==> src/rtl/pc_sequencer_if.sv <==
// pc_sequencer_if: request/response bundle between fetch control and the PC sequencer
interface pc_sequencer_if;
    logic [11:0] offset_in;
    logic        jump;
    logic        branch;
    logic        taken;
    logic        halt;
    logic        stall;
    logic [15:0] pc_out;
    logic        pc_valid;
    logic        flush;
    logic        halted;

    modport master (
        output offset_in, jump, branch, taken, halt, stall,
        input  pc_out, pc_valid, flush, halted
    );

    modport slave (
        input  offset_in, jump, branch, taken, halt, stall,
        output pc_out, pc_valid, flush, halted
    );
endinterface

==> src/rtl/pc_sequencer.sv <==
// pc_sequencer: program counter sequencer with redirect flush bubbles and a sticky halt
module pc_sequencer #(
    parameter logic [15:0] RESET_VECTOR = 16'h0000,
    parameter int          FLUSH_CYCLES = 2
) (
    input  logic          clk,
    input  logic          rst_n,
    pc_sequencer_if.slave bus
);
    typedef enum logic [1:0] {RUN, FLUSH, HALT} state_t;

    localparam logic [2:0] FLUSH_LOAD = 3'(FLUSH_CYCLES);

    state_t      state_q, state_d;
    logic [2:0]  cnt_q, cnt_d;
    logic [15:0] pc_q, pc_d;
    logic [15:0] jump_tgt, branch_tgt;

    assign jump_tgt   = pc_q + {{3{bus.offset_in[11]}}, bus.offset_in, 1'b0};
    assign branch_tgt = pc_q + {{7{bus.offset_in[7]}}, bus.offset_in[7:0], 1'b0};

    assign bus.pc_out   = pc_q;
    assign bus.pc_valid = state_q == RUN;
    assign bus.flush    = state_q == FLUSH;
    assign bus.halted   = state_q == HALT;

    // next-state, counter and PC selection; stall outranks every RUN request
    always_comb begin
        state_d = state_q;
        cnt_d   = cnt_q;
        pc_d    = pc_q;
        case (state_q)
            RUN: if (!bus.stall) begin
                if (bus.jump || (bus.branch && bus.taken)) begin
                    pc_d    = bus.jump ? jump_tgt : branch_tgt;
                    state_d = FLUSH;
                    cnt_d   = FLUSH_LOAD;
                end else if (bus.halt) begin
                    state_d = HALT;
                end else begin
                    pc_d = pc_q + 16'd2;
                end
            end
            FLUSH: begin
                cnt_d   = cnt_q - 3'd1;
                state_d = cnt_q <= 3'd1 ? RUN : FLUSH;
            end
            HALT: ;
            default: state_d = RUN;
        endcase
    end

    // state register with synchronous active-low reset
    always_ff @(posedge clk) begin
        if (!rst_n) begin
            state_q <= RUN;
            cnt_q   <= '0;
            pc_q    <= RESET_VECTOR;
        end else begin
            state_q <= state_d;
            cnt_q   <= cnt_d;
            pc_q    <= pc_d;
        end
    end
endmodule

==> src/flat_wrapper.sv <==
// flat-port wrapper written by rule: the top's interface ports become plain ports
module pc_sequencer_flat 
#(
    parameter logic [15:0] RESET_VECTOR = 16'h0000,
    parameter int          FLUSH_CYCLES = 2
)
  (clk, rst_n, bus_offset_in, bus_jump, bus_branch, bus_taken, bus_halt, bus_stall, bus_pc_out, bus_pc_valid, bus_flush, bus_halted);
  pc_sequencer_if bus_i ();
  input  logic clk;
  input  logic rst_n;
  input wire logic [$bits(bus_i.offset_in)-1:0] bus_offset_in;
  input wire logic [$bits(bus_i.jump)-1:0] bus_jump;
  input wire logic [$bits(bus_i.branch)-1:0] bus_branch;
  input wire logic [$bits(bus_i.taken)-1:0] bus_taken;
  input wire logic [$bits(bus_i.halt)-1:0] bus_halt;
  input wire logic [$bits(bus_i.stall)-1:0] bus_stall;
  output wire logic [$bits(bus_i.pc_out)-1:0] bus_pc_out;
  output wire logic [$bits(bus_i.pc_valid)-1:0] bus_pc_valid;
  output wire logic [$bits(bus_i.flush)-1:0] bus_flush;
  output wire logic [$bits(bus_i.halted)-1:0] bus_halted;
  assign bus_i.offset_in = bus_offset_in;
  assign bus_i.jump = bus_jump;
  assign bus_i.branch = bus_branch;
  assign bus_i.taken = bus_taken;
  assign bus_i.halt = bus_halt;
  assign bus_i.stall = bus_stall;
  assign bus_pc_out = bus_i.pc_out;
  assign bus_pc_valid = bus_i.pc_valid;
  assign bus_flush = bus_i.flush;
  assign bus_halted = bus_i.halted;
  pc_sequencer #(.RESET_VECTOR(RESET_VECTOR), .FLUSH_CYCLES(FLUSH_CYCLES)) u_core (.clk(clk), .rst_n(rst_n), .bus(bus_i));
endmodule
==> config.mk <==
export PLATFORM = sky130hd
export DESIGN_NAME = pc_sequencer_flat
export DESIGN_NICKNAME = d
export VERILOG_FILES = /design/src/rtl/pc_sequencer_if.sv /design/src/rtl/pc_sequencer.sv /design/src/flat_wrapper.sv
export SDC_FILE = /design/constraint.sdc
export NUM_CORES = 1
export LEC_CHECK = 0
export CORE_UTILIZATION = 44
export CTS_CLUSTER_SIZE = 25
export DETAILED_ROUTE_END_ITERATION = 16
export HOLD_SLACK_MARGIN = 0.06
export PLACE_DENSITY = 0.76
export SETUP_SLACK_MARGIN = 0.3
export SLEW_MARGIN = 20
export SYNTH_ARGS = -nofsm -noshare
export SYNTH_HDL_FRONTEND = slang
export SYNTH_SLANG_ARGS = --single-unit
export TNS_END_PERCENT = 30
==> constraint.sdc <==
create_clock -name clk -period 2.8 [get_ports clk]
set_clock_uncertainty 0.1 [all_clocks]
set_input_delay 0.28 -clock clk [delete_from_list [all_inputs] [get_ports clk]]
set_output_delay 0.28 -clock clk [all_outputs]
set_load 0.01 [all_outputs]
Word-level counts from Yosys, hierarchy flattened
Cells that the tools add are included.
{ "classes": {"n_addsub": 4, "n_mul": 0, "div": 0, "n_lt_le_gt_ge": 1, "n_eq_ne": 6, "shifts": 0, "muxes": 11, "bitwise_logic": 2, "n_reduce_logical": 7} }
{ "op_table": {"columns": ["op", "n"], "rows": [
  ["2-to-1 mux 16 bit", 3],
  ["adder 16 bit", 2],
  ["adder 16 x 2 -> 16 bit (second input constant)", 1],
  ["AND reduction 3 bit", 3],
  ["2-to-1 mux 2 bit", 3],
  ["2-to-1 mux 3 bit", 2],
  ["case mux 2 bit (3 select lines)", 1],
  ["case mux 3 bit (2 select lines)", 1],
  ["inequality test 2 x 1 -> 1 bit (second input constant)", 2],
  ["less-or-equal comparator 3 x 1 -> 1 bit (second input constant)", 1],
  ["inequality test 3 x 2 -> 1 bit (second input constant)", 1],
  ["subtractor 3 x 1 -> 3 bit (second input constant)", 1],
  ["equality test 2 x 1 -> 1 bit (second input constant)", 1],
  ["equality test 2 bit (second input constant)", 1],
  ["zero test 2 bit", 1],
  ["inequality test 2 bit (second input constant)", 1],
  ["inverter 1 bit", 2],
  ["nonzero test 2 bit", 1],
  ["logical AND 1 bit", 1],
  ["logical OR 1 bit", 1],
  ["2-to-1 mux 1 bit", 1]
]} }
{ "totals": {"register_bits": 21, "latchBits": 0, "ram_bits": 0, "romBits": 0, "input_bits": 19, "elab_cells": 34, "n_memories": 0} }

Logic depth before layout (Yosys ltp)
{ "depth": {"depth_word": 5, "mapped_depth": 11, "depth_no_buf": 10} }

Worst setup path after synthesis
OpenSTA, ideal clock, no wires.
{ "synth_path": {"path_type": "input to register", "startpoint": "input port bus_branch", "endpoint": "register u_core.pc_q[15], in the netlist u_core.bus.pc_out[15]", "setup_ns": 0.072, "arrival_time_ns": 2.507, "required_time_ns": 2.628, "setup_slack_ns": 0.121, "cell_stages": 11, "cell_sequence": "a21oi_2 > clkbuf_1 > or2_2 > ha_1 > fa_1 > a21o_1 > a221oi_2 > o31a_4 > o21ai_0 > a21oi_2 > mux2i_1"} }
{ "synth_via": {"elab_chain_len": 4, "word_cells_on_any_way": 5, "classes_between": "eq/ne (1); mux (1); reduce/logical (3)"} }
{ "synth_rtl": {"columns": ["element", "line", "text"], "rows": [
  ["from (decl)", "flat_wrapper.sv:13", "input wire logic [$bits(bus_i.branch)-1:0] bus_branch;"],
  ["logical AND 1 bit (*)", "pc_sequencer.sv:34", "if (bus.jump || (bus.branch && bus.taken)) begin"],
  ["logical OR 1 bit (*)", "pc_sequencer.sv:34", null],
  ["inequality test 2 x 1 -> 1 bit (no source line)", null, null],
  ["AND reduction 3 bit (no source line)", null, null],
  ["to (signal assigned)", "pc_sequencer.sv:62", "pc_q <= pc_d;"],
  ["to (decl)", "pc_sequencer.sv:16", "logic [15:0] pc_q, pc_d;"]
]} }
Every way passes the cells marked *; elsewhere a longest branch is shown, timed or not.
A chain may end at the register's enable or synchronous reset.

Worst setup path after layout
{ "layout_path": {"startpoint": "input port bus_offset_in[0]", "endpoint": "register u_core.pc_q[15], in the netlist u_core.bus.pc_out[15]"} }
{ "layout_via": {"elab_chain_len": 3, "word_cells_on_any_way": 4, "classes_between": "add/sub (2); mux (2)"} }
{ "layout_rtl": {"columns": ["element", "line", "text"], "rows": [
  ["from (decl)", "flat_wrapper.sv:11", "input wire logic [$bits(bus_i.offset_in)-1:0] bus_offset_in;"],
  ["adder 16 bit (on tied branches)", "pc_sequencer.sv:20, pc_sequencer.sv:19", null],
  ["2-to-1 mux 16 bit (*)", "pc_sequencer.sv:35", "pc_d = bus.jump ? jump_tgt : branch_tgt;"],
  ["2-to-1 mux 16 bit (*)", "pc_sequencer.sv:34", null]
]} }
Marks and branches as above.

==> metrics.csv <==
metric;value;unit
status;completed;
fin_crit;2.39;ns
rsz0062_at_grt;false;
synth_flop_cell;dfxtp_1;
dpl_cell_area;2110;um2
avgViaCountPerCell;5.35;
seqPwrFrac;35.0;%
reg2reg_from;u_core.bus.pc_out[1];
dr.pass1.iters;4;
crit_required;2.96;ns
dp_cells;291;
htreeDepth;1;
swShare;31.5;%
grt_max_degree;14;
startpoint_type;input port;
comb_power_share;39.7;%
p_int;0.660;mW
clkTransAtPathRegs;0.13;ns
worstPathArrival;2.55;ns
clock_latency;0.31;ns
yosys_warnings;0;
leakage;0.924;nW
layout.nets;288;
wl_per_cell;13.1;um
postSynthAreaPerCell;7.83;um2
finalHoldViolCount;0;
worst_slack;0.408;ns
start_util;47.8;%
startpoint;bus_offset_in[0];
fin_tns_setup;0;ns
vdd_drop_max;0.000334;V
ys_ff_latch;20;
antenna_cells;0;
dieHeight;60.3;um
root_buffer;clkbuf_4;
grt_pass1_wl;6240;um
crit_path_end;u_core.bus.pc_out[15];
grt_overflow;0;
fin_area;2170;um2
fillCellCount;272;
dp_hpwl;2990;um
synthCells;191;
maxCapViolCount;0;
clockBufferDepth;2;
power.density;445;nW/um2
dp_slack;-0.243;ns
antenna_found_initial;0;
totalWireLength;3860;um
cp-end-kind;register;
hold_buffers;0;
core-area;3130;um2
first_global_vias;1421;
synth_cell_types;40;
grtUsageTotal;22.8;%
power.switching;0.304;mW
synth_sequential_area_ratio;26.8;%
synth_most_common_cell;nand2_1;
r2r-end;u_core.bus.pc_out[15];
p_clk_share;25.2;%
async_reset_ff_share;0;%
dieWidth;60.3;um
area_growth;44.9;%
final_util;69.3;%
io_buffers;36;
drc;0;
fmax;418;MHz
netlist_area;1500;um2
rows;20;
fp.dieArea;3640;um2
vias;1578;
synth_edf_count;0;
synth_common_cells;nand2_1 (25), a21oi_1 (24), dfxtp_1 (20);
hp-class;reg2reg;
yosys.area.top_type_share;26.8;%
cts_num_sinks;20;
fin_crit_sh;85.4;%
syn_nets;227;
rrSetupSlack;0.65;ns
timing.hold.ws;0.380;ns
yosys-top-cells-area;dfxtp_1 (27%), ha_1 (13%), a21oi_1 (8.0%);
finalPower;0.964;mW
cp_max_fo;4;
crit_type;in2reg;
ios;38;
whs_path_depth;2;
drtIter0Drc;53;
slew_violations;0;
final_cells;295;
reg2regPathDepth;8;
gp_congestion;0.831;
setup_violations;0;
synth_top_cell_by_area;dfxtp_1;
cts_tree;built;
drive_above_1_share;16.3;%
drtAntennaViolNets;0;
cts_buffers;3;
-- power by group through the flow --
stage | clock [mW] | combinational (mW) | sequential [mW]
after detailed placement | 0 | 0.378 | 0.344
after CTS | 0.248 | 0.383 | 0.337
final | 0.243 | 0.383 | 0.337
after floorplan | 0 | 0.201 | 0.349
after global placement | 0 | 0.371 | 0.343
after global routing | 0.262 | 0.421 | 0.341
-- layout make-up --
class                           instances  area [um2]  share of cell area (%)
Clock buffer                            3        22.5                    1.04
Clock inverter                          1        30.0                    1.39
Inverter                                5        18.8                   0.866
Multi-Input combinational cell        160        1090                    50.2
Sequential cell                        20         400                    18.5
Tap cell                               44        55.1                    2.54
Timing Repair Buffer                   62         552                    25.5
-- worst max-delay path, stage by stage --
cell,delay (ns)
clkdlybuf4s50_1,0.40
or2_4,0.26
ha_4,0.16
fa_2,0.36
a21o_1,0.20
a221oi_4,0.29
o31a_4,0.19
o21ai_2,0.06
a21oi_2,0.16
mux2i_1,0.18
-- repair_timing --
action                                  CTS  global route
resized for setup                         4             0
buffers inserted                          0             0
endpoints found under the setup margin    8             0
-- state kept, by name (all words and copies together) (netlist names) --
signal	count
u_core.bus.pc_out	15
u_core.cnt_q	3
u_core.state_q	2
-- layout by cell type (no fill, tap or decap), drive strengths merged, types with 2 or more instances in the layout --
cell type and instances:
clkdlybuf4s50 33, buf 26, a21oi 26, nand2 25
dfxtp 20, nor2 18, ha 16, o21ai 12
nor2b 9, xnor2 8, nand3 7, inv 5
a211oi 5, a21o 4, a31oi 3, clkbuf 3
dlygate4sd2 3, nand2b 2, or3 2, nor3 2
nand4 2, and3 2, o21a 2
-- how the worst min path moves through the flow --
stage	startpoint	end	slack, ns
CTS	u_core.bus.pc_out[6]	u_core.bus.pc_out[6]	0.38
global placement	u_core.bus.pc_out[6]	u_core.bus.pc_out[6]	0.36
global route	u_core.bus.pc_out[6]	u_core.bus.pc_out[6]	0.41
finish	u_core.bus.pc_out[5]	u_core.bus.pc_out[5]	0.38
detailed placement	u_core.bus.pc_out[6]	u_core.bus.pc_out[6]	0.37
floorplan	rst_n	u_core.cnt_q[2]	0.36
-- cell families (layout without fill, tap and decap cells) --
family          count (synthesis)  in the layout  synth area share [%]
xor+xnor                        9              9                  5.27
compound gates                 60             60                  26.7
other cells                     1              1                 0.251
flops                          20             20                  26.8
buf+inv                        11             71                  3.10
simple gates                   71             71                  21.8
fa+ha+maj                      17             17                  14.7
mux                             2              2                  1.42
-- routing by layer --
layer | vias up | routed length, um | track usage, %
li1 | 807 | - | -
met3 | 0 | 147 | 4.55
met4 | 0 | 0 | 3.32
met2 | 35 | 1940 | 41.3
met5 | - | 0 | 0
met1 | 736 | 1770 | 28.0
No activity file was read; power rests on OpenSTA's default activity.
